<file path="src/rtl/ovrd_pkg.sv">
// Shared constants and types for the overdrive output stage.
// Sample-width-dependent patterns are rebuilt per instance from fxp_size.
package ovrd_pkg;
   localparam int FXP_SIZE_DEF       = 16;
   localparam int HOLD_CYCLES_DEF    = 4800000;
   localparam int WINDOW_SAMPLES_DEF = 48000;
   localparam int CNT_W_DEF          = 16;

   localparam logic [FXP_SIZE_DEF-1:0] SAT_MAX_DEF = {1'b0, {(FXP_SIZE_DEF-1){1'b1}}};
   localparam logic [FXP_SIZE_DEF-1:0] SAT_MIN_DEF = {1'b1, {(FXP_SIZE_DEF-1){1'b0}}};

   typedef logic [CNT_W_DEF-1:0] clip_cnt_t;
endpackage

</file>
<file path="src/rtl/ovrd_output_saturator_if.sv">
// Sample handshake between the overdrive stage, this saturator and the codec path.
interface ovrd_output_saturator_if
   import ovrd_pkg::*;
   #(parameter int fxp_size = FXP_SIZE_DEF) ();
   logic [2*fxp_size-1:0] i_sample;
   logic                  i_overflow;
   logic                  i_valid;
   logic                  o_ready;
   logic [fxp_size-1:0]   o_sample;
   logic                  o_valid;
   logic                  i_ready;

   modport master (output i_sample, i_overflow, i_valid, i_ready,
                   input  o_ready, o_sample, o_valid);
   modport slave  (input  i_sample, i_overflow, i_valid, i_ready,
                   output o_ready, o_sample, o_valid);
endinterface

</file>
<file path="src/rtl/sat_skid_fifo.sv">
// Two-entry skid FIFO; in_ready is registered so it never depends on out_ready combinationally.
module sat_skid_fifo #(
   parameter int W = 16
) (
   input  logic         clk,
   input  logic         rst,
   input  logic [W-1:0] in_data,
   input  logic         in_valid,
   output logic         in_ready,
   output logic [W-1:0] out_data,
   output logic         out_valid,
   input  logic         out_ready
);
   logic [W-1:0] mem [2];
   logic         wr_ptr, rd_ptr;
   logic [1:0]   cnt, cnt_nxt;
   logic         push, pop;

   assign push      = in_valid & in_ready;
   assign pop       = out_valid & out_ready;
   assign out_valid = (cnt != 2'd0);
   assign out_data  = mem[rd_ptr];

   always_comb begin
      cnt_nxt = cnt;
      if (push && !pop)      cnt_nxt = cnt + 2'd1;
      else if (!push && pop) cnt_nxt = cnt - 2'd1;
   end

   always_ff @(posedge clk or negedge rst) begin
      if (!rst) begin
         mem[0]   <= '0;
         mem[1]   <= '0;
         wr_ptr   <= 1'b0;
         rd_ptr   <= 1'b0;
         cnt      <= 2'd0;
         in_ready <= 1'b0;
      end else begin
         if (push) begin
            mem[wr_ptr] <= in_data;
            wr_ptr      <= ~wr_ptr;
         end
         if (pop) rd_ptr <= ~rd_ptr;
         cnt      <= cnt_nxt;
         in_ready <= (cnt_nxt != 2'd2);
      end
   end
endmodule

</file>
<file path="src/rtl/ovrd_output_saturator.sv">
// Narrows the overdrive result to fxp_size with saturation, buffers it through a skid FIFO,
// and tracks clipping for a held LED and a per-window clip count.
module ovrd_output_saturator
   import ovrd_pkg::*;
   #(
   parameter int fxp_size       = FXP_SIZE_DEF,
   parameter int HOLD_CYCLES    = HOLD_CYCLES_DEF,
   parameter int WINDOW_SAMPLES = WINDOW_SAMPLES_DEF,
   parameter int CNT_W          = CNT_W_DEF
) (
   input  logic                    clk,
   input  logic                    rst,
   ovrd_output_saturator_if.slave  bus,
   input  logic                    i_clear,
   output logic                    o_clip_led,
   output logic [CNT_W-1:0]        o_clip_count,
   output logic                    o_count_strobe
);
   localparam logic [fxp_size-1:0] SAT_MAX = {1'b0, {(fxp_size-1){1'b1}}};
   localparam logic [fxp_size-1:0] SAT_MIN = {1'b1, {(fxp_size-1){1'b0}}};
   localparam int TMR_W = $clog2(HOLD_CYCLES + 1);
   localparam int WIN_W = (WINDOW_SAMPLES > 1) ? $clog2(WINDOW_SAMPLES) : 1;

   logic [fxp_size:0]   hi;
   logic                fits, accept, clip;
   logic [fxp_size-1:0] sat;

   // The top fxp_size+1 bits must all match the sign for the value to be representable.
   assign hi     = bus.i_sample[2*fxp_size-1:fxp_size-1];
   assign fits   = (&hi) | (~|hi);
   assign sat    = fits ? bus.i_sample[fxp_size-1:0]
                        : (bus.i_sample[2*fxp_size-1] ? SAT_MIN : SAT_MAX);
   assign accept = bus.i_valid & bus.o_ready;
   assign clip   = accept & (bus.i_overflow | ~fits);

   sat_skid_fifo #(.W(fxp_size)) u_fifo (
      .clk       (clk),
      .rst       (rst),
      .in_data   (sat),
      .in_valid  (bus.i_valid),
      .in_ready  (bus.o_ready),
      .out_data  (bus.o_sample),
      .out_valid (bus.o_valid),
      .out_ready (bus.i_ready)
   );

   logic [TMR_W-1:0] tmr;

   assign o_clip_led = (tmr != '0);

   // A clip in the same cycle as a clear keeps the LED lit.
   always_ff @(posedge clk or negedge rst) begin
      if (!rst)             tmr <= '0;
      else if (clip)        tmr <= TMR_W'(HOLD_CYCLES);
      else if (i_clear)     tmr <= '0;
      else if (tmr != '0)   tmr <= tmr - TMR_W'(1);
   end

   logic [WIN_W-1:0] win;
   logic [CNT_W-1:0] run, run_inc;
   logic             win_last;

   assign run_inc  = (clip && (run != '1)) ? run + CNT_W'(1) : run;
   assign win_last = (win == WIN_W'(WINDOW_SAMPLES - 1));

   always_ff @(posedge clk or negedge rst) begin
      if (!rst) begin
         win            <= '0;
         run            <= '0;
         o_clip_count   <= '0;
         o_count_strobe <= 1'b0;
      end else begin
         o_count_strobe <= 1'b0;
         if (i_clear) begin
            win          <= '0;
            run          <= '0;
            o_clip_count <= '0;
         end else if (accept) begin
            if (win_last) begin
               o_clip_count   <= run_inc;
               run            <= '0;
               win            <= '0;
               o_count_strobe <= 1'b1;
            end else begin
               run <= run_inc;
               win <= win + WIN_W'(1);
            end
         end
      end
   end
endmodule
</file>
<file path="src/flat_wrapper.sv">
// flat-port wrapper written by rule: the top's interface ports become plain ports
module ovrd_output_saturator_flat import ovrd_pkg::*;
#(
   parameter int fxp_size       = FXP_SIZE_DEF,
   parameter int HOLD_CYCLES    = HOLD_CYCLES_DEF,
   parameter int WINDOW_SAMPLES = WINDOW_SAMPLES_DEF,
   parameter int CNT_W          = CNT_W_DEF
)
  (clk, rst, i_clear, o_clip_led, o_clip_count, o_count_strobe, bus_i_sample, bus_i_overflow, bus_i_valid, bus_i_ready, bus_o_ready, bus_o_sample, bus_o_valid);
  ovrd_output_saturator_if #(.fxp_size(fxp_size)) bus_i ();
  input  logic clk;
  input  logic rst;
  input  logic i_clear;
  output logic o_clip_led;
  output logic [CNT_W-1:0] o_clip_count;
  output logic o_count_strobe;
  input wire logic [$bits(bus_i.i_sample)-1:0] bus_i_sample;
  input wire logic [$bits(bus_i.i_overflow)-1:0] bus_i_overflow;
  input wire logic [$bits(bus_i.i_valid)-1:0] bus_i_valid;
  input wire logic [$bits(bus_i.i_ready)-1:0] bus_i_ready;
  output wire logic [$bits(bus_i.o_ready)-1:0] bus_o_ready;
  output wire logic [$bits(bus_i.o_sample)-1:0] bus_o_sample;
  output wire logic [$bits(bus_i.o_valid)-1:0] bus_o_valid;
  assign bus_i.i_sample = bus_i_sample;
  assign bus_i.i_overflow = bus_i_overflow;
  assign bus_i.i_valid = bus_i_valid;
  assign bus_i.i_ready = bus_i_ready;
  assign bus_o_ready = bus_i.o_ready;
  assign bus_o_sample = bus_i.o_sample;
  assign bus_o_valid = bus_i.o_valid;
  ovrd_output_saturator #(.fxp_size(fxp_size), .HOLD_CYCLES(HOLD_CYCLES), .WINDOW_SAMPLES(WINDOW_SAMPLES), .CNT_W(CNT_W)) u_core (.clk(clk), .rst(rst), .bus(bus_i), .i_clear(i_clear), .o_clip_led(o_clip_led), .o_clip_count(o_clip_count), .o_count_strobe(o_count_strobe));
endmodule
</file>
<file path="config.mk">
export PLATFORM = sky130hd
export DESIGN_NAME = ovrd_output_saturator_flat
export DESIGN_NICKNAME = d
export VERILOG_FILES = /design/src/rtl/ovrd_pkg.sv /design/src/rtl/ovrd_output_saturator_if.sv /design/src/rtl/sat_skid_fifo.sv /design/src/rtl/ovrd_output_saturator.sv /design/src/flat_wrapper.sv
export SDC_FILE = /design/constraint.sdc
export NUM_CORES = 1
export LEC_CHECK = 0
export BUFFER_PORTS_ARGS = -buffer_cell sky130_fd_sc_hd__buf_2
export CAP_MARGIN = 10
export CORE_MARGIN = 1.5
export CORE_UTILIZATION = 40
export CTS_CLUSTER_DIAMETER = 150
export DETAILED_ROUTE_END_ITERATION = 10
export PLACE_DENSITY = 0.56
export SYNTH_ARGS = -nofsm -noshare
export SYNTH_HDL_FRONTEND = slang
export SYNTH_SLANG_ARGS = --single-unit
</file>
<file path="constraint.sdc">
create_clock -name clk -period 7.2 [get_ports clk]
set_clock_uncertainty 0.15 [all_clocks]
set_input_delay 0.36 -clock clk [delete_from_list [all_inputs] [get_ports clk]]
set_output_delay 0.36 -clock clk [all_outputs]
set_load 0.005 [all_outputs]
</file>
Word level (Yosys, flattened, before mapping)

Index checks and enable logic that the tools add are counted.

Output and inout port bits: 36
Word-level logic and storage cells: 73
Input bits: 38
Flip-flop bits (word level): 109

Reduce and logical (&&, ||, !) cells: 15
Equal/unequal tests: 3
Mux-type cells: 26
Add/sub/neg operators: 5
Bitwise logic cells: 10
Magnitude comparators: 3

Operators with widths:

| cell                  | number |
|---|---|
| $mux 16               | 16 |
| $mux 23               | 3 |
| $add 16x1->16 const B | 2 |
| $bwmux 32             | 1 |
| $reduce_bool 23->1    | 1 |
| $sub 23x1->23 const B | 1 |
| $reduce_and 17->1     | 1 |
| $reduce_or 17->1      | 1 |
| $demux 16 s1          | 1 |
| $eq 16x16->1 const B  | 1 |
| $ne 16x16->1 const B  | 1 |
| $reduce_bool 2->1     | 3 |
| $ge 2x2->1 const B    | 2 |
| $logic_and 1x1->1     | 4 |
| $mux 2                | 2 |
| $not 1->2             | 2 |
| $and 1x1->1           | 3 |
| $logic_not 1->1       | 3 |
| $mux 1                | 3 |
| $not 1->1             | 3 |
| $reduce_bool 3->1     | 1 |
| $add 2x1->2 const B   | 1 |
| $lt 2x1->1 const B    | 1 |
| $ne 2x2->1 const B    | 1 |
| 3 further kinds       | 4 |

Depth between registers and ports, before layout

Depth after elaboration: 11
Gate-level depth with buffers: 8
Mapped depth without buffers: 7

Modules after synthesis

Synthesis repeated with hierarchy kept, for this count alone.

Cells, all modules: 576
Area total of the unflattened synthesis: 5,793.1 um2

By module, submodules not included:

| module                | area an instance (um2) | cells an instance | seq. area each (um2) | instances |
|---|---|---|---|---|
| ovrd_output_saturator | 4,137.7                | 467               | 1,801.7              | 1 |
| sat_skid_fifo         | 1,655.3                | 109               | 925.9                | 1 |

Worst setup path after synthesis

Ideal clock, no wire load.

Path type: flip-flop to flip-flop
From: reg u_core.win[7]
To: reg u_core.o_clip_count[0]
Path buffers: 2
Period minus slack after synthesis: 2,641 ps
Setup time: 80 ps
Slack: 4,559 ps
Required time: 6,970 ps
Arrival time: 2,411 ps
Stages on the path, launching flop included: 8
Cells stage by stage: dfrtp_1 > or4b_1 > or3_1 > buf_2 > or3_1 > clkbuf_2 > or4_1 > o211ai_2

Longest elaborated chain between the ends: 3

RTL lines:

| element                            | line                        | RTL |
|---|---|---|
| start, declared                    | ovrd_output_saturator.sv:59 | `logic [WIN_W-1:0] win;` |
| start signal, assigned             | ovrd_output_saturator.sv:86 | `win <= win + WIN_W'(1);` |
| $eq 16x16->1                       | ovrd_output_saturator.sv:64 | `assign win_last = (win == WIN_W'(WINDOW_SAMPLES - 1));` |
| $reduce_bool 2->1 (no source line) | -                           |  |
| $reduce_and 2->1 (no source line)  | -                           |  |
| end signal, assigned               | ovrd_output_saturator.sv:80 | `o_clip_count <= run_inc;` |
| end, declared                      | ovrd_output_saturator.sv:16 | `output logic [CNT_W-1:0] o_clip_count,` |

No other way between the ends.
A chain may end at the register's enable or synchronous reset.

Final worst setup path

From: reg u_core.win[7]
To: reg u_core.win[5]

Longest elaborated chain between the ends: 4

RTL lines:

| element      | line                        | RTL |
|---|---|---|
| $eq 16x16->1 | ovrd_output_saturator.sv:64 |  |
| $mux 16      | ovrd_output_saturator.sv:79 | `if (win_last) begin` |
| $mux 16      | ovrd_output_saturator.sv:78 | `end else if (accept) begin` |
| $mux 16      | ovrd_output_saturator.sv:74 | `if (i_clear) begin` |

No other way between the ends. The select of a mux whose other input is x is not followed.

==> flow_metrics.tcl <==
set metrics [dict create \
    status "finished, final reports clean" \
    antenna_cells 0 \
    cp.required_ns 7.25 \
    cp_num_buf_inv 0 \
    htree_levels 3 \
    drive_gt1_share_pct 18.5 \
    tightest_slew_ns 1.11 \
    critPathMostFrequentCell "nor2_1" \
    fin_nets 725 \
    die_y_um 123 \
    cts.sinks 109 \
    cp.arrival_ns 3.24 \
    drv_cap 0 \
    critical_path.max_fanout 27 \
    antenna_found_initial 0 \
    async_reset_ff_share_pct 100 \
    power_leakage_uw 0.00276 \
    vias_per_cell 5.79 \
    num_vias 5029 \
    synth_xor_area_share_pct 4.68 \
    syn_inst 634 \
    drv_slew 0 \
    ctsResizeCount 0 \
    drt-initial-drc-count 387 \
    cts_tree "yes" \
    powerDensity_nw_per_um2 287 \
    hp-class "input port to flop" \
    fin_crit_sh_pct 44.3 \
    dp_hpwl_um 9730 \
    peakVddDrop_mv 0.136 \
    ys_seq_area_share_pct 47.0 \
    insertion_delay_ns 0.35 \
    grt_use_total_pct 19.9 \
    wl_per_cell_um 16.6 \
    die_w_um 123 \
    fillers 1351 \
    rsz0062_at_grt "false" \
    placementRows 43 \
    synthMuxAreaShare_pct 3.49 \
    synth_compound_area_share_pct 16.9 \
    max_stage_delay_ns 0.76 \
    instances_no_fill 868 \
    cts-root-buf "clkbuf_16" \
    ys_types 56 \
    routed_wl_um 14400 \
    area_growth_pct 13.7 \
    synth_simple_gate_area_share_pct 23.5 \
    setup-tns-final_ns 0 \
    clockBufferDepth 2 \
    syn_area_sq_um 5810 \
    drt_first_pass_iters 5 \
    initial_utilization_pct 41.4 \
    startpoint_type "flop" \
    synth_top_family_by_area "simple AND/OR/NAND/NOR gates" \
    gp_congestion 0.770 \
    ys.warnings.count 0 \
    synth-edff-count 0 \
    io_buffers 73 \
    cp_slowest_cell "nor2_1" \
    fmax_mhz 313 \
    cts_hold_buffers 1 \
    ys_seq_elements 109 \
    min_period_ns 3.19 \
    hold_violations 0 \
    drc 0 \
    cp_top_family "simple AND/OR/NAND/NOR gates" \
    overflow 0 \
    syn-num-nets 676 \
    syn-mean-instance-area_sq_um 9.16 \
    final_antenna_net_count 0 \
    cts_setup_buffers 0 \
    max-slew-margin-rel_pct 25.7 \
    grt_pass1_vias 4809 \
    crit_chain "or4b_1 -> or3_1 -> o21a_1 -> nor2_1 -> nor2_1" \
    end_kind "flop" \
    die-area_sq_um 15200 \
    setup_viol_count_final 0 \
    io_pins 74 \
    grt_pass1_wl_um 23800 \
    design.core.area_sq_um 14000 \
    grt_max_degree 61 \
    clkTransAtPathRegs_ns 0.07 \
    placed_cells 851 \
    ys.flop_type "dfrtp_1" \
    cts_buffers 9 \
    synth-adder-area-share_pct 0.862 \
    path_class "flop to flop" \
]
-- final timing paths --
| path | from | to | cells past startpoint | slack (ns) |
|---|---|---|---|---|
| min in group asynchronous | rst | u_core.o_count_strobe | 2 | 0.47 |
| hold / removal | bus_i_sample[10] | u_core.u_fifo.mem[26] | 3 | 0.15 |
| setup reg to reg | u_core.win[7] | u_core.win[5] | 5 | 4.01 |
| max in group asynchronous | rst | u_core.u_fifo.mem[9] | 3 | 5.22 |
| setup / recovery | u_core.win[7] | u_core.win[5] | 5 | 4.01 |
| hold reg to reg | u_core.u_fifo.mem[26] | u_core.u_fifo.mem[26] | 2 | 0.33 |
-- registers in the layout (all words and copies together), names as in the netlist, 2 cells and up --
signal,cells
u_core.u_fifo.cnt,2
u_core.u_fifo.mem,32
u_core.o_clip_count,16
u_core.tmr,23
u_core.run,16
u_core.win,16
-- per-stage QoR --
| stage | util [%] | cell area, sq um | power (uW) | worst slack (ns) | hold slack [ns] |
|---|---|---|---|---|---|
| finish | 47.0 | 6600 | 1890 | 4.01 | 0.152 |
| global route | 47.0 | 6600 | 2030 | 3.82 | 0.154 |
| CTS | 47.0 | 6600 | 1920 | 3.98 | 0.143 |
| detailed placement | 44.9 | 6310 | 1430 | 4.00 | 0.287 |
| global placement | 44.9 | 6310 | 1410 | 4.09 | 0.284 |
| floorplan | - | 5810 | 1230 | 4.56 | -0.0856 |
-- synth_stat cells (all sizes together) (4+ instances only) --
| master | instances | area (sq um) |
|---|---|---|
| o31ai | 5 | 37.5 |
| xnor2 | 20 | 175 |
| o21ai | 58 | 290 |
| and3 | 4 | 25.0 |
| o211ai | 16 | 125 |
| dfrtp | 109 | 2730 |
| xor2 | 11 | 96.3 |
| clkbuf | 42 | 159 |
| a31oi | 7 | 43.8 |
| nor3 | 15 | 75.1 |
| nor2 | 41 | 154 |
| ha | 4 | 50.1 |
| a21oi | 27 | 135 |
| nor4 | 17 | 121 |
| mux2 | 18 | 203 |
| or2 | 5 | 31.3 |
| nand4 | 25 | 156 |
| and2 | 5 | 31.3 |
| o311ai | 7 | 61.3 |
| nand2b | 8 | 50.1 |
| or3 | 7 | 43.8 |
| nand2 | 70 | 263 |
| inv | 11 | 41.3 |
| nor2b | 4 | 25.0 |
| or4 | 18 | 135 |
| o2111ai | 4 | 35.0 |
| nand3 | 36 | 180 |
-- worst register-to-register path, stage by stage (launching register included) --
cell and delay, ns:
dfrtp_1 0.40, or4b_1 0.57, or3_1 0.49, o21a_1 0.55
nor2_1 0.76, nor2_1 0.12
-- metal layers --
metal  GRT usage [%]  routed length [um]  vias up
met2            33.0                6820      112
li1                -                   -     2438
met5               0                   0        -
met3            5.17                 728       20
met4            6.61                 280        0
met1            25.3                6610     2459
-- logic make-up after synthesis --
logic type      after synthesis
simple gates                264
compound gates              153
flops                       109
buf+inv                      55
xor+xnor                     31
mux                          18
fa+ha+maj                     4
-- final cells by class --
| cell class | count | area [sq um] | area share, % |
|---|---|---|---|
| timing repair buffer | 82 | 438 | 6.63 |
| tap | 180 | 225 | 3.41 |
| clock buffer | 10 | 239 | 3.62 |
| sequential | 109 | 2730 | 41.3 |
| clock inverter | 6 | 46.3 | 0.701 |
| multi-input combinational | 470 | 2890 | 43.7 |
| inverter | 11 | 41.3 | 0.625 |
-- cell usage in the layout (no fill, tap or decap), drive strengths merged, types with 4 or more instances in the layout --
cell type / n
nand4: 25
or2: 5
clkbuf: 10
nand2b: 8
nor3: 15
a31oi: 7
nor2: 41
or4: 18
ha: 4
o31ai: 5
dfrtp: 109
and3: 4
nor2b: 4
and2: 5
inv: 12
o211ai: 16
xor2: 11
xnor2: 20
o311ai: 7
nand3: 36
a21oi: 27
or3: 7
buf: 81
nand2: 70
mux2: 18
o2111ai: 4
nor4: 17
o21ai: 58
-- where the power goes --
group | leakage (uW) | switching, uW | internal [uW]
registers | 0.00142 | 111 | 747
logic | 0.00120 | 302 | 254
clock network | 0.000135 | 233 | 246
(Power assumes the default switching activity.)
